## config.mk

```make
export PLATFORM = sky130hd
export DESIGN_NAME = fp_prenorm_flat
export DESIGN_NICKNAME = d
export VERILOG_FILES = /design/src/rtl/fp_prenorm_if.sv /design/src/rtl/fp_prenorm.sv /design/src/flat_wrapper.sv
export SDC_FILE = /design/constraint.sdc
export NUM_CORES = 1
export LEC_CHECK = 0
export ABC_AREA = 0
export BUFFER_PORTS_ARGS = -buffer_cell sky130_fd_sc_hd__buf_2
export CAP_MARGIN = 20
export CORE_MARGIN = 10
export CORE_UTILIZATION = 59
export CTS_BUF_LIST = sky130_fd_sc_hd__clkbuf_8
export CTS_CLUSTER_DIAMETER = 100
export DETAILED_ROUTE_END_ITERATION = 8
export PLACE_DENSITY_LB_ADDON = 0.25
export SYNTH_ARGS = -nofsm -noshare
export SYNTH_HDL_FRONTEND = slang
export SYNTH_SLANG_ARGS = --single-unit
```

## constraint.sdc

```tcl
create_clock -name clk -period 2.9 [get_ports clk]
set_input_delay 0.435 -clock clk [delete_from_list [all_inputs] [get_ports clk]]
set_output_delay 0.435 -clock clk [all_outputs]
set_load 0.005 [all_outputs]
```

## src/rtl/fp_prenorm_if.sv

```systemverilog
// ---------------------------------------------------------------------------
// fp_prenorm_if
//
// This interface groups the operand handshake and the result bus of
// fp_prenorm.
//
// Modports:
//   slave  - the fp_prenorm view. It consumes in_* and out_ready, and it
//            drives in_ready and the out_* signals.
//   master - the surrounding view, for the upstream producer and the
//            downstream consumer.
//
// Signals:
//   in_valid / in_ready / in_data[31:0]   binary32 operand handshake
//   out_valid / out_ready                 result handshake
//   out_sign, out_exp[9:0], out_mant[23:0] unpacked operand
//   out_zero, out_inf, out_nan, out_denorm class flags
// ---------------------------------------------------------------------------
interface fp_prenorm_if;
  logic        in_valid;
  logic        in_ready;
  logic [31:0] in_data;
  logic        out_valid;
  logic        out_ready;
  logic        out_sign;
  logic [9:0]  out_exp;
  logic [23:0] out_mant;
  logic        out_zero;
  logic        out_inf;
  logic        out_nan;
  logic        out_denorm;

  modport slave (
    input  in_valid, in_data, out_ready,
    output in_ready, out_valid, out_sign, out_exp, out_mant,
           out_zero, out_inf, out_nan, out_denorm
  );

  modport master (
    output in_valid, in_data, out_ready,
    input  in_ready, out_valid, out_sign, out_exp, out_mant,
           out_zero, out_inf, out_nan, out_denorm
  );
endinterface

```

## src/rtl/fp_prenorm.sv

```systemverilog
// ---------------------------------------------------------------------------
// fp_prenorm
//
// This is the input-side pre-normalizer for binary32 operands. It unpacks
// an operand, classifies it, and normalizes denormals. The arithmetic units
// then always see a mantissa with an explicit leading 1 and a signed 10-bit
// unbiased exponent. The design is a 2-stage valid/ready pipeline.
//
// Stage 1 registers the sign, the class and the leading-zero count.
// Stage 2 applies the shift and computes the exponent.
//
// Ports:
//   clk         clock
//   rst_n       synchronous active-low reset
//   bus         fp_prenorm_if.slave (operand in, result out)
//   cnt_clr     synchronous clear of denorm_cnt (wins over increment)
//   denorm_cnt  saturating count of accepted denormal operands
//
// Build option:
//   FP_PRENORM_DAZ_EN - denormals-are-zero. A denormal produces a signed
//   zero result with out_denorm still set, and the counter still counts it.
// ---------------------------------------------------------------------------
module fp_prenorm #(
  parameter int CNT_W = 16
) (
  input  logic             clk,
  input  logic             rst_n,
  fp_prenorm_if.slave      bus,
  input  logic             cnt_clr,
  output logic [CNT_W-1:0] denorm_cnt
);

  localparam logic signed [9:0] EXP_MIN  = -10'sd126;
  localparam logic signed [9:0] EXP_BIAS = 10'sd127;
  localparam logic signed [9:0] EXP_SPEC = 10'sd128;

  // Leading zeros of a 24-bit vector. The highest set bit wins.
  function automatic logic [4:0] lzc24(input logic [23:0] v);
    logic [4:0] n;
    n = 5'd24;
    for (int i = 0; i < 24; i++) begin
      if (v[i]) n = 5'(23 - i);
    end
    return n;
  endfunction

  function automatic logic [CNT_W-1:0] sat_inc(input logic [CNT_W-1:0] c);
    return (&c) ? c : c + 1'b1;
  endfunction

  // Handshake: in_ready is combinational from out_ready, with no skid buffer.
  logic w_s2_adv;
  logic w_s1_adv;
  logic w_acc;

  logic [7:0]  w_e;
  logic [22:0] w_f;
  logic        w_f_nz;
  logic        w_zero;
  logic        w_inf;
  logic        w_nan;
  logic        w_den;

  logic        r_vld_p1;
  logic        r_sign_p1;
  logic [7:0]  r_e_p1;
  logic [22:0] r_f_p1;
`ifndef FP_PRENORM_DAZ_EN
  logic [4:0]  r_lzc_p1;
`endif
  logic        r_zero_p1;
  logic        r_inf_p1;
  logic        r_nan_p1;
  logic        r_den_p1;

  logic signed [9:0] w_exp_p1;
  logic [23:0]       w_mant_p1;
  logic              w_zero_p1;

  logic              r_vld_p2;
  logic              r_sign_p2;
  logic signed [9:0] r_exp_p2;
  logic [23:0]       r_mant_p2;
  logic              r_zero_p2;
  logic              r_inf_p2;
  logic              r_nan_p2;
  logic              r_den_p2;

  logic [CNT_W-1:0]  r_cnt;

  assign w_s2_adv = ~r_vld_p2 | bus.out_ready;
  assign w_s1_adv = ~r_vld_p1 | w_s2_adv;
  assign w_acc    = bus.in_valid & w_s1_adv;

  assign w_e    = bus.in_data[30:23];
  assign w_f    = bus.in_data[22:0];
  assign w_f_nz = |w_f;
  assign w_zero = (w_e == 8'd0) & ~w_f_nz;
  assign w_den  = (w_e == 8'd0) &  w_f_nz;
  assign w_inf  = (&w_e) & ~w_f_nz;
  assign w_nan  = (&w_e) &  w_f_nz;

  // ---- stage 1: accept, classify, count leading zeros ----
  always_ff @(posedge clk) begin
    if (!rst_n) begin
      r_vld_p1 <= 1'b0;
    end else if (w_s1_adv) begin
      r_vld_p1 <= bus.in_valid;
    end
  end

  always_ff @(posedge clk) begin
    if (w_acc) begin
      r_sign_p1 <= bus.in_data[31];
      r_e_p1    <= w_e;
      r_f_p1    <= w_f;
`ifndef FP_PRENORM_DAZ_EN
      r_lzc_p1  <= lzc24({1'b0, w_f});
`endif
      r_zero_p1 <= w_zero;
      r_inf_p1  <= w_inf;
      r_nan_p1  <= w_nan;
      r_den_p1  <= w_den;
    end
  end

  // The counter counts at accept time, so that cnt_clr in the same cycle
  // as a denormal accept leaves the counter at zero.
  always_ff @(posedge clk) begin
    if (!rst_n) begin
      r_cnt <= '0;
    end else if (cnt_clr) begin
      r_cnt <= '0;
    end else if (w_acc & w_den) begin
      r_cnt <= sat_inc(r_cnt);
    end
  end

  always_comb begin
    w_mant_p1 = {1'b1, r_f_p1};
    w_exp_p1  = $signed({2'b00, r_e_p1}) - EXP_BIAS;
    w_zero_p1 = r_zero_p1;
    if (r_zero_p1) begin
      w_mant_p1 = '0;
      w_exp_p1  = EXP_MIN;
    end else if (r_inf_p1) begin
      w_mant_p1 = '0;
      w_exp_p1  = EXP_SPEC;
    end else if (r_nan_p1) begin
      w_exp_p1  = EXP_SPEC;
    end else if (r_den_p1) begin
`ifdef FP_PRENORM_DAZ_EN
      w_mant_p1 = '0;
      w_exp_p1  = EXP_MIN;
      w_zero_p1 = 1'b1;
`else
      // Shifting by lzc puts the leading 1 of the fraction in bit 23.
      w_mant_p1 = {1'b0, r_f_p1} << r_lzc_p1;
      w_exp_p1  = EXP_MIN - $signed({5'b00000, r_lzc_p1});
`endif
    end
  end

  // ---- stage 2: shifted mantissa and exponent, held under backpressure ----
  always_ff @(posedge clk) begin
    if (!rst_n) begin
      r_vld_p2  <= 1'b0;
      r_sign_p2 <= 1'b0;
      r_exp_p2  <= '0;
      r_mant_p2 <= '0;
      r_zero_p2 <= 1'b0;
      r_inf_p2  <= 1'b0;
      r_nan_p2  <= 1'b0;
      r_den_p2  <= 1'b0;
    end else if (w_s2_adv) begin
      r_vld_p2 <= r_vld_p1;
      if (r_vld_p1) begin
        r_sign_p2 <= r_sign_p1;
        r_exp_p2  <= w_exp_p1;
        r_mant_p2 <= w_mant_p1;
        r_zero_p2 <= w_zero_p1;
        r_inf_p2  <= r_inf_p1;
        r_nan_p2  <= r_nan_p1;
        r_den_p2  <= r_den_p1;
      end
    end
  end

  assign bus.in_ready   = w_s1_adv;
  assign bus.out_valid  = r_vld_p2;
  assign bus.out_sign   = r_sign_p2;
  assign bus.out_exp    = r_exp_p2;
  assign bus.out_mant   = r_mant_p2;
  assign bus.out_zero   = r_zero_p2;
  assign bus.out_inf    = r_inf_p2;
  assign bus.out_nan    = r_nan_p2;
  assign bus.out_denorm = r_den_p2;
  assign denorm_cnt     = r_cnt;

endmodule

```

## src/flat_wrapper.sv

```systemverilog
// flat-port wrapper written by rule: the top's interface ports become plain ports
module fp_prenorm_flat 
#(
  parameter int CNT_W = 16
)
  (clk, rst_n, cnt_clr, denorm_cnt, bus_in_valid, bus_in_data, bus_out_ready, bus_in_ready, bus_out_valid, bus_out_sign, bus_out_exp, bus_out_mant, bus_out_zero, bus_out_inf, bus_out_nan, bus_out_denorm);
  fp_prenorm_if bus_i ();
  input  logic clk;
  input  logic rst_n;
  input  logic cnt_clr;
  output logic [CNT_W-1:0] denorm_cnt;
  input wire logic [$bits(bus_i.in_valid)-1:0] bus_in_valid;
  input wire logic [$bits(bus_i.in_data)-1:0] bus_in_data;
  input wire logic [$bits(bus_i.out_ready)-1:0] bus_out_ready;
  output wire logic [$bits(bus_i.in_ready)-1:0] bus_in_ready;
  output wire logic [$bits(bus_i.out_valid)-1:0] bus_out_valid;
  output wire logic [$bits(bus_i.out_sign)-1:0] bus_out_sign;
  output wire logic [$bits(bus_i.out_exp)-1:0] bus_out_exp;
  output wire logic [$bits(bus_i.out_mant)-1:0] bus_out_mant;
  output wire logic [$bits(bus_i.out_zero)-1:0] bus_out_zero;
  output wire logic [$bits(bus_i.out_inf)-1:0] bus_out_inf;
  output wire logic [$bits(bus_i.out_nan)-1:0] bus_out_nan;
  output wire logic [$bits(bus_i.out_denorm)-1:0] bus_out_denorm;
  assign bus_i.in_valid = bus_in_valid;
  assign bus_i.in_data = bus_in_data;
  assign bus_i.out_ready = bus_out_ready;
  assign bus_in_ready = bus_i.in_ready;
  assign bus_out_valid = bus_i.out_valid;
  assign bus_out_sign = bus_i.out_sign;
  assign bus_out_exp = bus_i.out_exp;
  assign bus_out_mant = bus_i.out_mant;
  assign bus_out_zero = bus_i.out_zero;
  assign bus_out_inf = bus_i.out_inf;
  assign bus_out_nan = bus_i.out_nan;
  assign bus_out_denorm = bus_i.out_denorm;
  fp_prenorm #(.CNT_W(CNT_W)) u_core (.clk(clk), .rst_n(rst_n), .bus(bus_i), .cnt_clr(cnt_clr), .denorm_cnt(denorm_cnt));
endmodule
```

==> impl_results.md, run 1 <==
- Status: finished clean
- Hpwl dp: 11.1 mm
- Die Wd: ~120 µm
- Initial antenna violation count: 0
- WL final: around 15 mm
- # nets final: between 600 and 700
- Worst EP required: 3.15 ns
- Avg Inst Size Synth: just under 10 µm²
- Reg2reg setup slack: around 0.49 ns
- Gr usage total: between 20% and 30%
- Hold depth: 1
- Post-synth EDFFs: just over 40
- Overflow after GRT: 0
- Clk sinks: between 90 and 100
- Maximum VDD drop: approximately 0.26 mV
- Pin count of the biggest net entering global routing: 32
- DRT antenna net count: 0
- Clock Skew: 0.0172 ns
- Worst EP arrival: around 2.7 ns
- Clock root buffer: clkbuf_8
- Max_cap viols: 0
- Number of global-route vias before repair: 4480
- Via Count: ~4800
- Syn Nets: ~600
- Postcts setup bufs: 0
- Starting Density: 60.2%
- Layout cell share with drive strength beyond 1: approximately a quarter
- Worst slew pin tran: between 0.7 and 0.8 ns
- IO Count: 94
- CTS resizes: 0
- Yosys reg bits: between 90 and 100
- Die area: 13600 µm²
- Pwr/cell area: roughly 460 nW/µm²
- # diodes: 0
- Ys Warns: 0
- Buffers on Ports: 93
- First-pass GRT wire length: between 20 and 25 mm
- Core footprint: 9150 µm²
- Crit-path max FO: 22
- Setup TNS Final: 0 ns
- Top_reg_cell synth: dfxtp_1
- Cts hold-fix bufs: 0
- Crit path time final: between 2 and 2.5 ns
- Worst r2r dst: u_core.bus.out_mant[8]
- H-tree Lvls: 3
- CTS Buf Count: 9
- Crit path kind: reg -> reg
- Reg-to-Reg Start: u_core.r_lzc_p1[1]
- Post-synth cell types: 77
- P&R area growth vs syn: 12.3%
- Fmax: 415 MHz
- # setup viols final: 0
- HP Class: in -> reg
- Fin. max-slew vios: 0
- CP endpoint kind: flip-flop
- Leak: roughly 2.4 nW
- Slew Limit Headroom: between 40% and 50%
- Reg clk slew, reported paths: roughly 0.1 ns
- Worst skew pair latency: between 0.3 and 0.4 ns
- Die Ht: 117 µm
- CTS tree: yes
- Worst reg-to-reg path cell count: 6
- Final hold vios: 0
- Final Util: 67.6%
- FP Rows: 35
- Iter 0 DRT Violations: between 300 and 400
- DRC Markers: 0
- Async SR Flop Fraction: 0%
- Routed wire length per instance: 19.3 µm
- WHS Endpoint: u_core.r_sign_p1
- Hold Startpoint: bus_in_data[31]
- Period utilisation layout: 83.1%
- Post-synthesis cell count: about 560
- RSZ-0062 raised after global routing: false
- Longest Clk Path Bufs: 2
- Via density: 6.40
- Seq/Total Area, Yosys: between 40 and 50%
- Post-Syn Area: approximately 5500 µm²
- Critical Path Start: u_core.r_lzc_p1[1]
- First drt pass iteration count: 5
- CP Launch Type: flip-flop
- Final Wtd Congestion: 0.953
cell type report:
cell class,instances,area [µm²]
inverters,12,45.0
multi-input cells,417,2910
clock buffers,9,124
repair buffers,103,541
flip-flops and latches,97,2350
clock inverters,7,71.3
well taps,111,139
fillers,735,2970
where the power goes:
group	switching, mW	total (mW)	internal (mW)
logic	0.248	0.433	0.184
registers	0.0598	1.54	1.48
clock network	0.485	0.887	0.402
cells in the final DEF, fill, tap and decap left out, types with 14 or more instances in the layout:
| cell | instances |
|---|---|
| nand2_1 | 58 |
| dfxtp_1 | 56 |
| nor2_1 | 37 |
| edfxtp_1 | 41 |
| mux2i_1 | 35 |
| o21ai_0 | 23 |
| nor2b_1 | 16 |
| nand3_1 | 14 |
| buf_2 | 93 |
| a21oi_1 | 35 |
cells in the mapped netlist (9+ instances only):
| cell type | instances | area share, % |
|---|---|---|
| nand2_1 | 58 | 4.0 |
| dfxtp_1 | 56 | 20 |
| edfxtp_1 | 41 | 22 |
| nor2_1 | 37 | 2.5 |
| a21oi_1 | 35 | 3.2 |
| mux2i_1 | 35 | 6.4 |
| o21ai_0 | 23 | 2.1 |
| clkbuf_1 | 18 | 1.2 |
| nor2b_1 | 16 | 1.8 |
| nand3_1 | 14 | 1.3 |
| a21boi_0 | 11 | 1.5 |
| o31ai_1 | 11 | 1.5 |
| inv_1 | 10 | 0.68 |
| nand2b_1 | 10 | 1.1 |
| nor3_1 | 10 | 0.91 |
| a22oi_1 | 9 | 1.2 |
| mux4_2 | 9 | 3.7 |
critical path, stage by stage (launching register included):
cell and delay [ns]:
edfxtp_1 0.81, buf_4 0.41, mux4_2 0.38, mux2i_1 0.27
nor2_1 0.07, a221oi_1 0.24, o31ai_1 0.12
how the worst max path moves through the flow:
stage | end | slack (ns)
after floorplan | u_core.denorm_cnt[6] | 0.19
after global placement | u_core.bus.out_mant[8] | 0.66
after detailed placement | u_core.bus.out_mant[8] | 0.58
after CTS | u_core.bus.out_mant[8] | 0.55
after global routing | u_core.bus.out_mant[8] | 0.37
final | u_core.bus.out_mant[8] | 0.49
cells by family after synthesis:
| kind of cell | Yosys count | share of synthesized area (%) |
|---|---|---|
| AO/OA/AOI/OAI | 165 | 21.4 |
| XOR/XNOR | 8 | 1.27 |
| adder cells (fa/ha/maj) | 3 | 0.682 |
| buffers and inverters | 47 | 4.43 |
| flip-flops | 97 | 42.7 |
| multiplexers | 48 | 10.9 |
| AND/OR/NAND/NOR | 193 | 18.7 |
sequential cells by signal (all words and copies together), names as in the netlist:
| register | count |
|---|---|
| u_core.r_zero_p1 | 1 |
| u_core.r_sign_p1 | 1 |
| u_core.bus.out_mant | 24 |
| u_core.bus.out_valid | 1 |
| u_core.denorm_cnt | 16 |
| u_core.bus.out_inf | 1 |
| u_core.r_lzc_p1 | 5 |
| u_core.bus.out_nan | 1 |
| u_core.bus.out_exp | 9 |
| u_core.r_f_p1 | 23 |
| u_core.bus.out_denorm | 1 |
| u_core.r_inf_p1 | 1 |
| u_core.bus.out_zero | 1 |
| u_core.r_e_p1 | 8 |
| u_core.bus.out_sign | 1 |
| u_core.r_vld_p1 | 1 |
| u_core.r_nan_p1 | 1 |
| u_core.r_den_p1 | 1 |
per-stage QoR:
step	instance area, µm²	hold WS [ns]	setup WS, ns	instances	total power, mW
after floorplan	5510	0.442	0.189	561	1.84
after global placement	5990	0.431	0.657	740	1.98
after detailed placement	5990	0.439	0.575	740	1.99
after CTS	6180	0.221	0.549	756	2.86
after global routing	6180	0.225	0.367	756	2.97
final	6180	0.227	0.489	756	2.86
metal layers:
metal | wire length [µm] | GRT usage [%]
met1 | 6470 | 27.7
met2 | 6500 | 33.2
met3 | 1380 | 4.62
met4 | 245 | 6.84
met5 | 0 | 0
Power figures use the tool's default switching activity.
==> run 2: changes to the inputs <==
Clock period 2.9 ns to 2.4 ns, I/O delays scaled along.
==> impl_results.md, run 2 (same netlist as run 1, synthesis figures left out) <==
- Status: finished clean
- Hpwl dp: 11.2 mm
- CTS Buf Count: 9
- Routed wire length per instance: 19.2 µm
- Sw Ratio: 29.5%
- Worst EP arrival: about 2.4 ns
- Crit path kind: reg -> reg
- Layout cell share with drive strength beyond 1: between 20% and 30%
- CTS resizes: 0
- Fin. max-slew vios: 0
- Reg2reg setup slack: between 0.3 and 0.4 ns
- Sequential Power Share: ~54%
- Clock Skew: between 0.015 and 0.02 ns
- Setup TNS Final: 0 ns
- Starting Density: between 60 and 70%
- Final Util: between 60 and 70%
- Pint: about 2.4 mW
- Clk pwr share: around 30%
- CP endpoint kind: flip-flop
- Period utilisation layout: around 86%
- Max FFs per register: 24
- Crit-path max cell delay: around 0.43 ns
- # setup viols final: 0
- CP Cell Sequence: buf_12 > mux2i_1 > a22o_1 > a221oi_2 > o221ai_1 > o41ai_2
- FP Rows: 35
- Via density: approximately 6.4
- FILL cells: roughly 740
- P&R area growth vs syn: 13.4%
- Initial antenna violation count: 0
- Pin count of the biggest net entering global routing: 38
- Crit-path max FO: 37
- Gr usage total: between 20% and 30%
- # diodes: 0
- Maximum VDD drop: roughly 0.36 mV
- Pwr/cell area: about 550 nW/µm²
- Overflow after GRT: 0
- Die Wd: roughly 120 µm
- Final hold vios: 0
- WL final: approximately 15 mm
- Logic pwr share: 15.8%
- Worst skew pair latency: 0.38 ns
- RSZ-0062 raised after global routing: false
- Worst slew pin tran: about 0.67 ns
- CTS tree: yes
- IO Count: 94
- H-tree Lvls: 3
- Final Wtd Congestion: 0.933
- Switching power: 1.01 mW
- Core footprint: ~9200 µm²
- Clk sinks: 97
- Power Total: about 3.4 mW
- Worst EP required: approximately 2.7 ns
- Die area: about 14000 µm²
- HP Class: in -> reg
- # nets final: a little under 700
- First drt pass iteration count: 5
- DRT antenna net count: 0
- Most frequent cells in the layout: buf_2 (93), nand2_1 (58), dfxtp_1 (56)
- Clock root buffer: clkbuf_8
- Reg clk slew, reported paths: 0.11 ns
- CP Launch Type: flip-flop
- First-pass GRT wire length: about 23 mm
- Postcts setup bufs: 0
- DRC Markers: 0
- CP max stage cell: edfxtp_1
- Slew Limit Headroom: a little under three fifths
- Crit path time final: 2.06 ns
- Max_cap viols: 0
- Area after DPL: 6060 µm²
- Leak: approximately 2.5 nW
- Number of global-route vias before repair: ~4700
- Commonest non-fill, non-tap cell in the layout: buf_2
- Fmax: 486 MHz
- Die Ht: between 100 and 150 µm
- Longest Clk Path Bufs: 2
- Post-route cell area: 6250 µm²
- Buffers on Ports: 93
- Cts hold-fix bufs: 0
- Iter 0 DRT Violations: between 400 and 500
- Via Count: 4882
==> run 2: changes by cell type in the layout (fill, tap and decap cells not counted), sizes merged <==
cell,before,now
bufinv,1,0
buf,103,109
clkinv,4,5
==> run 2: power by group through the flow <==
stage                     clock, mW  sequential [mW]  combinational (mW)
final                          1.03             1.85               0.542
after global routing           1.12             1.86               0.593
after CTS                      1.03             1.85               0.538
after detailed placement          0             1.89               0.535
after global placement            0             1.88               0.523
after floorplan                   0             1.86               0.365
==> run 2: stage by stage <==
| step | setup slack (ns) | hold WS [ns] | cells |
|---|---|---|---|
| after floorplan | 0.324 | 0.442 | 561 |
| after global placement | 0.374 | 0.433 | 746 |
| after detailed placement | 0.230 | 0.442 | 746 |
| after CTS | 0.381 | 0.140 | 762 |
| after global routing | 0.213 | 0.129 | 762 |
| final | 0.342 | 0.142 | 762 |
==> run 2: per-layer routing <==
metal / wire length, µm / GRT usage, % / part of all wire [%]
met4: 163 / 6.01 / 1.1
met2: 6580 / 33.2 / 45
met5: 0 / 0 / 0
met3: 1220 / 4.47 / 8.3
met1: 6690 / 29.9 / 46
==> run 2: layout make-up <==
cell class / instances / area, µm² / share of cell area [%]
clock buffers: 9 / 124 / 1.98
clock inverters: 7 / 62.6 / 1.00
inverters: 12 / 45.0 / 0.721
multi-input cells: 417 / 2910 / 46.6
flip-flops and latches: 97 / 2350 / 37.7
well taps: 111 / 139 / 2.22
repair buffers: 109 / 611 / 9.78
==> run 2: path summary, 6_finish.rpt <==
path / from / to / depth (start not counted)
setup reg to reg: u_core.r_lzc_p1[1] / u_core.bus.out_mant[21] / 6
setup / recovery: u_core.r_lzc_p1[1] / u_core.bus.out_mant[21] / 6
hold reg to reg: u_core.bus.out_mant[4] / u_core.bus.out_mant[4] / 2
hold / removal: bus_in_data[31] / u_core.r_sign_p1 / 1
==> run 2: critical path: cells and delay by family, from the launching register on <==
family          cells  cell delay (ns)
mux                 1             0.21
buf+inv             1             0.21
compound gates      4             1.12
flops               1             0.43
